===== src/rtl/div_pkg.sv =====
// Shared types and default widths for the sequential signed divider.
// Q_MAX/Q_MIN bound the DW-bit two's-complement quotient range.
package div_pkg;

   localparam int DW = 19;
   localparam int VW = 8;
   localparam int CW = 5;

   localparam logic [DW-1:0] Q_MAX = {1'b0, {(DW-1){1'b1}}};
   localparam logic [DW-1:0] Q_MIN = {1'b1, {(DW-1){1'b0}}};

   typedef enum logic [1:0] {
      IDLE,
      RUN,
      FIX
   } state_t;

endpackage


===== src/rtl/sgn_mag.sv =====
// Two's-complement conditional negate: y = neg ? -a : a.
// With neg tied to the sign bit it yields the unsigned magnitude.
module sgn_mag #(
   parameter int W = 8
) (
   input  logic [W-1:0] a,
   input  logic         neg,
   output logic [W-1:0] y
);

   assign y = neg ? (W'(0) - a) : a;

endmodule


===== src/rtl/div19s8s_seq.sv =====
// Iterative 19s / 8s restoring divider, sign-magnitude, start/busy/done.
// DIV19S8S_SAT_EN: saturate the quotient on -2^(DW-1) / -1 and flag ovf.
module div19s8s_seq #(
   parameter int DW = div_pkg::DW,
   parameter int VW = div_pkg::VW,
   parameter int CW = div_pkg::CW
) (
   input  logic          clk,
   input  logic          rst,
   input  logic          start,
   input  logic [DW-1:0] n1,
   input  logic [VW-1:0] n2,
   output logic          busy,
   output logic          done,
   output logic [DW-1:0] quotient,
   output logic [VW-1:0] remainder,
   output logic          dbz,
   output logic          ovf
);

   import div_pkg::*;

   state_t        state;
   logic [DW-1:0] qr;
   logic [VW-1:0] dm;
   logic [VW-1:0] rem;
   logic [CW-1:0] cnt;
   logic          qsign;
   logic          rsign;
   logic          dbz_q;

   logic [DW-1:0] n1_mag;
   logic [VW-1:0] n2_mag;
   logic [DW-1:0] q_signed;
   logic [VW-1:0] r_signed;
   logic [VW:0]   rem_sh;
   logic [VW+1:0] trial;
   logic          q_bit;
   logic          ovf_hit;
   logic          unused;

   sgn_mag #(.W(DW)) u_mag1 (
      .a   (n1),
      .neg (n1[DW-1]),
      .y   (n1_mag)
   );

   sgn_mag #(.W(VW)) u_mag2 (
      .a   (n2),
      .neg (n2[VW-1]),
      .y   (n2_mag)
   );

   sgn_mag #(.W(DW)) u_qfix (
      .a   (qr),
      .neg (qsign),
      .y   (q_signed)
   );

   sgn_mag #(.W(VW)) u_rfix (
      .a   (rem),
      .neg (rsign),
      .y   (r_signed)
   );

   // Partial remainder stays below |n2| <= 2^(VW-1), so VW bits hold it.
   assign rem_sh = {rem, qr[DW-1]};
   assign trial  = {1'b0, rem_sh} - {2'b00, dm};
   assign q_bit  = ~trial[VW+1];
   assign unused = trial[VW];

   // A positive quotient with the top bit set only arises from MIN / -1.
   assign ovf_hit = ~qsign & qr[DW-1] & ~dbz_q;

   always_ff @(posedge clk) begin
      if (rst) begin
         state     <= IDLE;
         busy      <= 1'b0;
         done      <= 1'b0;
         quotient  <= '0;
         remainder <= '0;
         dbz       <= 1'b0;
         ovf       <= 1'b0;
         cnt       <= '0;
         qr        <= '0;
         dm        <= '0;
         rem       <= '0;
         qsign     <= 1'b0;
         rsign     <= 1'b0;
         dbz_q     <= 1'b0;
      end else begin
         done <= 1'b0;
         unique case (state)
            IDLE: begin
               if (start) begin
                  qr    <= n1_mag;
                  dm    <= n2_mag;
                  rem   <= '0;
                  qsign <= n1[DW-1] ^ n2[VW-1];
                  rsign <= n1[DW-1];
                  dbz_q <= (n2 == '0);
                  cnt   <= CW'(DW-1);
                  busy  <= 1'b1;
                  state <= RUN;
               end
            end
            RUN: begin
               rem <= q_bit ? trial[VW-1:0] : rem_sh[VW-1:0];
               qr  <= {qr[DW-2:0], q_bit};
               if (cnt == '0) begin
                  state <= FIX;
               end else begin
                  cnt <= cnt - 1'b1;
               end
            end
            FIX: begin
               busy  <= 1'b0;
               done  <= 1'b1;
               dbz   <= dbz_q;
               state <= IDLE;
               if (dbz_q) begin
                  quotient  <= '0;
                  remainder <= '0;
                  ovf       <= 1'b0;
               end else if (ovf_hit) begin
`ifdef DIV19S8S_SAT_EN
                  quotient  <= Q_MAX;
                  ovf       <= 1'b1;
`else
                  quotient  <= Q_MIN;
                  ovf       <= 1'b0;
`endif
                  remainder <= '0;
               end else begin
                  quotient  <= q_signed;
                  remainder <= r_signed;
                  ovf       <= 1'b0;
               end
            end
            default: state <= IDLE;
         endcase
      end
   end

endmodule

===== config.mk =====
export PLATFORM = sky130hd
export DESIGN_NAME = div19s8s_seq
export DESIGN_NICKNAME = d
export VERILOG_FILES = /design/src/rtl/div_pkg.sv /design/src/rtl/sgn_mag.sv /design/src/rtl/div19s8s_seq.sv
export SDC_FILE = /design/constraint.sdc
export NUM_CORES = 1
export LEC_CHECK = 0
export BUFFER_PORTS_ARGS = -buffer_cell sky130_fd_sc_hd__buf_4
export CAP_MARGIN = 20
export CORE_ASPECT_RATIO = 1.4
export CORE_MARGIN = 5
export CORE_UTILIZATION = 45
export CTS_CLUSTER_DIAMETER = 80
export DETAILED_ROUTE_END_ITERATION = 6
export PLACE_DENSITY_LB_ADDON = 0.3
export RECOVER_POWER = 50
export SLEW_MARGIN = 15
export SYNTH_ARGS = -nofsm -noshare
export SYNTH_HDL_FRONTEND = slang
export SYNTH_SLANG_ARGS = --single-unit

===== constraint.sdc =====
create_clock -name clk -period 2.5 [get_ports clk]
set_input_delay 0 -clock clk [delete_from_list [all_inputs] [get_ports clk]]
set_output_delay 0 -clock clk [all_outputs]
set_load 0.02 [all_outputs]

==> run metrics, run 1 <==
YS warnings 0; Worst-path clk slew 0.06 ns; Min-Delay Path Class in2reg; number of DRC markers in iteration 0 198; end of the critical path rem[7]; Fin. Hold Viols 0; post-synthesis sequential area ratio 36.35%; final WL 10080 um; final slew viol count 0; largest net degree at the start of global routing between 40 and 50; PortBufs 59; vias in the first global route ~3.6k; largest area contributor in the netlist dfxtp_1; Design Power around 3.8 mW; Netlist cell types 57; Worst Skew 0.005923 ns; Worst-Margin Slew 1.235 ns; share of cells above drive strength 1 10.81%; post-route ant nets 0; number of remaining DRC errors 0; CP startpoint rem[2]; post-cts resize count 0; WHS around 0.012 ns; RSZ-0062 raised after global routing false; CTS H-tree lvls 3; synthesized flop and latch total 75; Final setup viols 0; Initial Util between 40% and 50%; Post-Syn Nets 540; nets 597; Worst VDD drop 0.0005397 V; R2R depth 6; achievable frequency around 0.46 GHz; WS Path Type reg2reg; Die X 90.97 um; Layout area overhead 18.75%; CP max FO 6; power per cell area 772.3 nW/um2; vias per cell about 5.6; DR pass1 iterations 5; worst skew pair latency 0.33 ns; root buf cell clkbuf_16; maximum root-to-sink buffer count 2; initial antenna violation count 0; GPL Wtd Cong approximately 0.87; core box area 8977 um2; # fillers 841; Top Ports between 60 and 70; first-pass GRT wire length 16930 um; leakage power total 1.913 nW; Arrival @ worst endpoint 2.41 ns; Synth Instances 495; Site Rows 41; r2r endpoint rem[7]; Synth Flop Type dfxtp_1; Synth top area share 36.35%; ys async rst share 0%; ANT cells 0; largest cells by area after synthesis dfxtp_1 (36%), xor2_1 (7.8%), o21ai_0 (5.6%); Critical R2R Launch rem[2]; max cap viols 0; DIE HEIGHT ~120 um; critical path endpoint category register; Slew HR 17.64%; WL/cell 15.22 um; cts bufs inserted 9; CP required around 2.7 ns; Hold Path Stages 4; CP Cell Sequence ha_1, a21oi_1, nor2_1, o31ai_1, mux2_2, a221oi_1; status completed; die area 11220 um2; Netlist Area Pre-Place around 4100 um2; fin crit share between 80% and 90%; grt ovf 0; footprint of the multi-input gates 2429 um2; HPWL after DPL 7642 um; fin crit period 2.168 ns; via count 3729; Post-synth EDFFs 0; crit path max-delay cell type dfxtp_1; aggregate global-route resource usage a little under a fifth; CP startpoint kind register; TNS Setup 0 ns; syn avg cell area 8.344 um2; Storage cell area between 1500 and 2000 um2; r2r setup slk 0.33 ns; CTS Sinks 75; Critical Path Max Stage Delay 0.44 ns; CTS tree yes
## worst min-delay path by stage
stage / start / end / slack [ns]
6_report: n2[2] / dm[2] / 0.01
5_1_grt: n2[2] / dm[2] / 0.02
4_1_cts: n2[2] / dm[2] / 0.01
3_5_place_dp: n2[0] / dm[0] / 0.28
3_3_place_gp: n2[0] / dm[0] / 0.27
2_1_floorplan: n2[0] / dm[0] / 0.14
## power breakdown
part           internal (mW)  total, mW  leakage, nW  switching, mW
Sequential              1.30       1.43        0.611          0.132
Combinational          0.436       1.01         1.16          0.577
Clock                  0.860       1.34        0.143          0.485
## layout make-up
type                    instances  share of cell area, %
clock buffers                   9                  4.592
clock inverters                 5                  1.633
inverters                      24                  1.837
multi-input cells             369                  49.52
flip-flops and latches         75                  30.61
well taps                     107                  2.730
repair buffers                 73                  9.082
## registers in the layout, indices dropped and copies added (netlist names)
name,cells
busy,1
qsign,1
cnt,5
quotient,19
qr,19
rem,8
state,2
rsign,1
remainder,8
dbz_q,1
dbz,1
dm,8
done,1
## cells in the mapped netlist, types with 3 or more instances
cell and instances:
a32oi_1 3, nor2b_1 9, o22ai_1 5, or4_1 4, a21oi_1 11, a211oi_1 10
xor2_1 37, buf_1 4, nand2b_1 12, dfxtp_1 75, or3_1 4, a222oi_1 9
nor2_1 45, nor3_1 15, nor4_1 3, inv_1 24, nand3_1 4, ha_1 14
o21ai_0 46, mux2i_1 11, clkbuf_1 21, o31ai_1 10, xnor2_1 12, nand2_1 56
a22oi_1 7, o41ai_1 7
## layout by cell type, fill, tap and decap left out, types with 2 or more instances in the layout
cell           instances
or3_1                  4
nor2_1                45
a2111oi_0              2
clkbuf_1              32
xnor2_1               12
clkinvlp_4             2
or4_4                  2
buf_4                 34
o22ai_1                5
nand2_1               56
a22o_1                 2
nand2b_1              12
a222oi_1               9
or4_1                  4
clkbuf_16              9
xor2_1                37
a21oi_1               11
a221oi_1               2
a211oi_1              10
nand3_1                4
dlygate4sd3_1          7
nor3_1                15
mux2i_1               11
nor2b_1                8
inv_1                 24
o31ai_1               10
a32oi_1                3
ha_1                  14
o21ai_0               46
o21ai_1                2
bufinv_16              2
o41ai_1                7
dfxtp_1               75
nor4_1                 3
a22oi_1                7
or2_2                  2
## repair_timing
item,4_1_cts,5_1_grt
hold buffers,7,0
endpoints found under the hold margin,7,0
buffers inserted,0,0
## kinds of logic after synthesis
family / count (synthesis) / share of synthesized area, %
xor gates and xnor gates: 49 / 10.39
DFF: 75 / 36.35
other: 1 / 0.09079
and+or+nand+nor: 163 / 18.93
muxes: 12 / 2.939
AOI/OAI and AO/OA: 129 / 21.66
buffers and inverters: 51 / 4.908
adders and majority gates: 15 / 4.726
## per-stage QoR
| step | util, % | cells | area, um2 | setup slack (ns) |
|---|---|---|---|---|
| finish | 54.63 | 662 | 4905 | 0.3317 |
| global route | 54.63 | 662 | 4905 | 0.1858 |
| global placement | 51.79 | 641 | 4649 | 0.4609 |
| detailed placement | 51.79 | 641 | 4649 | 0.4104 |
| CTS | 55.97 | 662 | 5025 | 0.3860 |
| floorplan | - | 495 | 4130 | 0.6181 |
## layer usage
layer | track usage [%] | share of wire, % | vias up
li1 | - | - | 1880
met1 | 20.31 | 42 | 1757
met2 | 34.48 | 53 | 78
met3 | 4.687 | 4.0 | 14
met4 | 6.422 | 1.4 | 0
met5 | 0 | 0 | -
## critical path, delay by kind of cell, from the launching register on
family | cells | cell delay, ns
compound gates | 3 | 0.81
fa+ha+maj | 1 | 0.33
flops | 1 | 0.44
mux | 1 | 0.38
simple gates | 1 | 0.11
Power figures use the tool's default switching activity.
==> run 2: changes to the inputs <==
--- a/config.mk
+++ b/config.mk
@@ -13,7 +13,7 @@
 export CTS_CLUSTER_DIAMETER = 80
 export DETAILED_ROUTE_END_ITERATION = 6
 export PLACE_DENSITY_LB_ADDON = 0.3
-export RECOVER_POWER = 50
+export RECOVER_POWER = 25
 export SLEW_MARGIN = 15
 export SYNTH_ARGS = -nofsm -noshare
 export SYNTH_HDL_FRONTEND = slang
==> run metrics, run 2 (synthesis gave the netlist of run 1 again) <==
TNS Setup 0 ns (unchanged); vias in the first global route 3583 (unchanged); Die X 90.97 um (unchanged); Setup Slack @ Placement 0.4104 ns (unchanged); status completed; RSZ-0062 raised after global routing false; final WL 10080 um (about the same); max cap viols 0 (unchanged); nets 597 (unchanged); CP required 2.74 ns (about the same); maximum root-to-sink buffer count 2 (unchanged); Design Power 3.794 mW (+0.17%); PortBufs 59 (unchanged); critical path endpoint category register; core box area 8977 um2 (unchanged); initial antenna violation count 0 (unchanged); leakage power total 1.938 nW (+1.3%); worst skew pair latency 0.34 ns (about the same); DR pass1 iterations 5 (unchanged); Min-Delay Path Class in2reg; Fin. Hold Viols 0 (unchanged); die area 11220 um2 (unchanged); Worst VDD drop 0.0005410 V (+0.24%); post-cts resize count 0 (unchanged); top flop regs qr: 19 flops, quotient: 19 flops; Top Ports 61 (unchanged); Critical R2R Launch rem[2]; vias per cell 5.613 (-0.35%); Initial Util 46.01% (unchanged); GPL Wtd Cong 0.8672 (unchanged); dpl cells 641 (unchanged); WS Path Type reg2reg; via count 3716 (-0.35%); WHS 0.01200 ns (-0.00004380 ns); cts bufs inserted 9 (unchanged); achievable frequency 0.4602 GHz (-0.21%); CTS Sinks 75 (unchanged); Hold Startpoint n2[2]; aggregate global-route resource usage 18.54% (unchanged); DIE HEIGHT 123.4 um (unchanged); Arrival @ worst endpoint 2.41 ns (about the same); HPWL after DPL 7642 um (unchanged); Layout area overhead 19.30%; first-pass GRT wire length 16930 um (unchanged); Hold Path Stages 4 (unchanged); CTS tree yes; Site Rows 41 (unchanged); WL/cell 15.22 um (about the same); CTS H-tree lvls 3 (unchanged); fin crit period 2.173 ns (+0.004617 ns); Finished Layout Cells 662 (unchanged); Slew HR 55.50% (+38 points); ANT cells 0 (unchanged); largest net degree at the start of global routing 46 (unchanged); r2r setup slk 0.33 ns (about the same); number of remaining DRC errors 0 (unchanged); fin crit share 86.92% (+0.18 points); Worst-Margin Slew 0.6666 ns (-0.5688 ns); final slew viol count 0 (unchanged); Final WS setup 0.3271 ns (-0.004617 ns); R2R depth 6 (unchanged); share of cells above drive strength 1 11.89% (+1.1 points); r2r endpoint rem[7]; CP startpoint kind register; Worst-path clk slew 0.06 ns (about the same); power per cell area 770.1 nW/um2 (-0.29%); hold endpoint dm[2]; Worst Skew 0.006122 ns (+0.0001995 ns); CP max FO 6 (unchanged); most common cell after layout, fill and taps aside dfxtp_1; number of DRC markers in iteration 0 226 (+14%); Final setup viols 0 (unchanged); post-route ant nets 0 (unchanged); most frequent cells in the layout dfxtp_1 (75), nand2_1 (56), o21ai_0 (46); grt ovf 0 (unchanged); root buf cell clkbuf_16
run 2: cell types whose count changed in the layout (fill, tap and decap cells not counted), sizes merged:
cell,delta
buf,+6
clkbuf,-6
run 2: what timing repair did:
item	CTS	global route
buffers inserted	0	0
hold buffers	7	0
hold endpoints to repair	7	0
run 2: layout make-up:
cell class	instances	area [um2]
Fill cell	840	4050
Multi-Input combinational cell	369	2429
Timing Repair Buffer	73	467.9
Tap cell	107	133.9
Sequential cell	75	1501
Clock buffer	9	225.2
Inverter	24	90.09
Clock inverter	5	80.08
run 2: worst max path at each step:
stage / from / to / slack, ns / depth (start not counted)
2_1_floorplan: qr[18] / rem[5] / 0.62 / 7
6_report: rem[2] / rem[7] / 0.33 / 6
4_1_cts: rem[2] / rem[7] / 0.39 / 6
3_5_place_dp: rem[5] / rem[7] / 0.41 / 5
3_3_place_gp: rem[5] / rem[7] / 0.46 / 5
5_1_grt: rem[5] / rem[1] / 0.28 / 6
run 2: where the power goes:
part	switching [mW]	internal (mW)	total, mW
Clock	0.487	0.860	1.35
Combinational	0.577	0.440	1.02
Sequential	0.131	1.30	1.43
Total	1.20	2.60	3.79
run 2: metal layers:
metal  global-route usage (%)  vias up  part of all wire [%]
li1                         -     1881                     -
met1                    20.31     1749                    42
met2                    34.48       71                    52
met3                    4.687       15                   4.2
met4                    6.422        0                   1.5
met5                        0        -                     0
run 2: critical path, stage by stage, from the launching register on:
cell and delay, ns:
dfxtp_1 0.44, ha_1 0.33, a21oi_1 0.24, nor2_1 0.11
o31ai_1 0.33, mux2_2 0.38, a221oi_1 0.25
run 2: per-stage QoR:
step	utilization [%]	cell area, um2
final	54.89	4927
after global routing	54.89	4927
after CTS	55.97	5025
after detailed placement	51.79	4649
after global placement	51.79	4649
after floorplan	-	4130
==> run 3: changes to the inputs <==
--- a/config.mk
+++ b/config.mk
@@ -11,8 +11,9 @@
 export CORE_MARGIN = 5
 export CORE_UTILIZATION = 45
 export CTS_CLUSTER_DIAMETER = 80
+export CTS_CLUSTER_SIZE = 40
 export DETAILED_ROUTE_END_ITERATION = 6
-export PLACE_DENSITY_LB_ADDON = 0.3
+export PLACE_DENSITY = 0.72
 export RECOVER_POWER = 25
 export SLEW_MARGIN = 15
 export SYNTH_ARGS = -nofsm -noshare
==> run metrics, run 3 (synthesis gave the netlist of run 1 again) <==
placed cell areas 4647 um2 (about the same); worst skew pair latency 0.33 ns (about the same); DR pass1 iterations 5 (unchanged); status completed; power per cell area 735.8 nW/um2 (-4.5%); achievable frequency 0.4671 GHz (+1.5%); HPWL after DPL 7397 um (-3.2%); most frequent cells in the layout dfxtp_1 (75), nand2_1 (56), o21ai_0 (46); Min-Delay Path Class in2reg; Worst-Margin Slew 0.5891 ns (-0.07751 ns); TNS Setup 0 ns (unchanged); Arrival @ worst endpoint 2.34 ns (-0.07 ns); largest net degree at the start of global routing 46 (unchanged); first-pass GRT wire length 16620 um (-1.8%); aggregate global-route resource usage 17.82% (-0.73 points); WL/cell 14.65 um (-3.7%); CTS Sinks 75 (unchanged); Setup Slack @ Placement 0.4204 ns (+0.009954 ns); top flop regs qr: 19 flops, quotient: 19 flops; PortBufs 59 (unchanged); CP required 2.70 ns (-0.04 ns); Slew HR 60.67% (+5.2 points); grt ovf 0 (unchanged); end-of-flow core utilization 54.24% (-0.64 points); number of DRC markers in iteration 0 266 (+18%); die area 11220 um2 (unchanged); maximum root-to-sink buffer count 2 (unchanged); leakage power total 1.916 nW (-1.1%); most common cell after layout, fill and taps aside dfxtp_1; Final WS setup 0.3589 ns (+0.03183 ns); Site Rows 41 (unchanged); R2R depth 6 (unchanged); Layout area overhead 17.90%; core box area 8977 um2 (unchanged); Worst Skew 0.007138 ns (+0.001016 ns); WS Path Type reg2reg; Die X 90.97 um (unchanged); share of cells above drive strength 1 11.71% (-0.18 points); Finished Cell Area 4870 um2 (-1.2%); CP max FO 10 (+4); Initial Util 46.01% (unchanged); CP startpoint kind register; Worst-path clk slew 0.06 ns (about the same); cts bufs inserted 9 (unchanged); max cap viols 0 (unchanged); via count 3726 (+0.27%); CTS H-tree lvls 3 (unchanged); Top Ports 61 (unchanged); fin crit period 2.141 ns (-0.03183 ns); dpl cells 641 (unchanged); GPL Wtd Cong 0.8885 (+2.5%); RSZ-0062 raised after global routing false; Final setup viols 0 (unchanged); CTS tree yes; WHS 0.003594 ns (-0.008405 ns); final slew viol count 0 (unchanged); setup bufs post-CTS 0 (unchanged); # fillers 849 (+1.1%); r2r setup slk 0.36 ns (+0.03 ns); root buf cell clkbuf_16; initial antenna violation count 0 (unchanged); Hold Path Stages 3 (-1); fin crit share 85.64% (-1.3 points); vias in the first global route 3573 (-0.28%); vias per cell 5.628 (+0.27%); Finished Layout Cells 662 (unchanged); DIE HEIGHT 123.4 um (unchanged); Design Power 3.583 mW (-5.6%); ANT cells 0 (unchanged); post-route ant nets 0 (unchanged); critical path endpoint category register; final WL 9701 um (-3.7%); Worst VDD drop 0.0004829 V (-11%); Fin. Hold Viols 0 (unchanged); number of remaining DRC errors 0 (unchanged); nets 596 (-0.17%)
[run 3: worst paths after layout]
kind / from / to
worst max-delay path: rem[5] / rem[4]
worst min-delay path: n1[7] / qr[7]
worst max register to register: rem[5] / rem[4]
worst min register to register: quotient[1] / quotient[1]
[run 3: repair_timing]
action,in CTS,in global routing
hold buffers,6,0
resized for setup,0,0
endpoints found under the hold margin,6,0
[run 3: report_power, final]
part,total [mW],switching [mW],internal [mW]
Combinational,1.01,0.572,0.440
Clock,1.14,0.476,0.661
Sequential,1.43,0.134,1.30
[run 3: metal layers]
layer / GRT usage (%) / share of wire (%) / vias up
li1: - / - / 1871
met1: 22.15 / 45 / 1749
met2: 29.60 / 48 / 90
met3: 3.774 / 4.8 / 16
met4: 8.073 / 2.1 / 0
met5: 0 / 0 / -
[run 3: critical path: stages, from the launching register on]
cell      delay (ns)
dfxtp_1         0.44
ha_1            0.33
a211oi_1        0.27
o211ai_1        0.16
o21ai_2         0.47
mux2i_1         0.24
o21ai_0         0.11
[run 3: cell type report]
cell class	count	area (um2)	share of cell area [%]
Clock buffer	10	229.0	4.702
Clock inverter	5	31.28	0.6423
Inverter	24	90.09	1.850
Multi-Input combinational cell	369	2426	49.82
Sequential cell	75	1501	30.83
Tap cell	107	133.9	2.749
Timing Repair Buffer	72	457.9	9.404
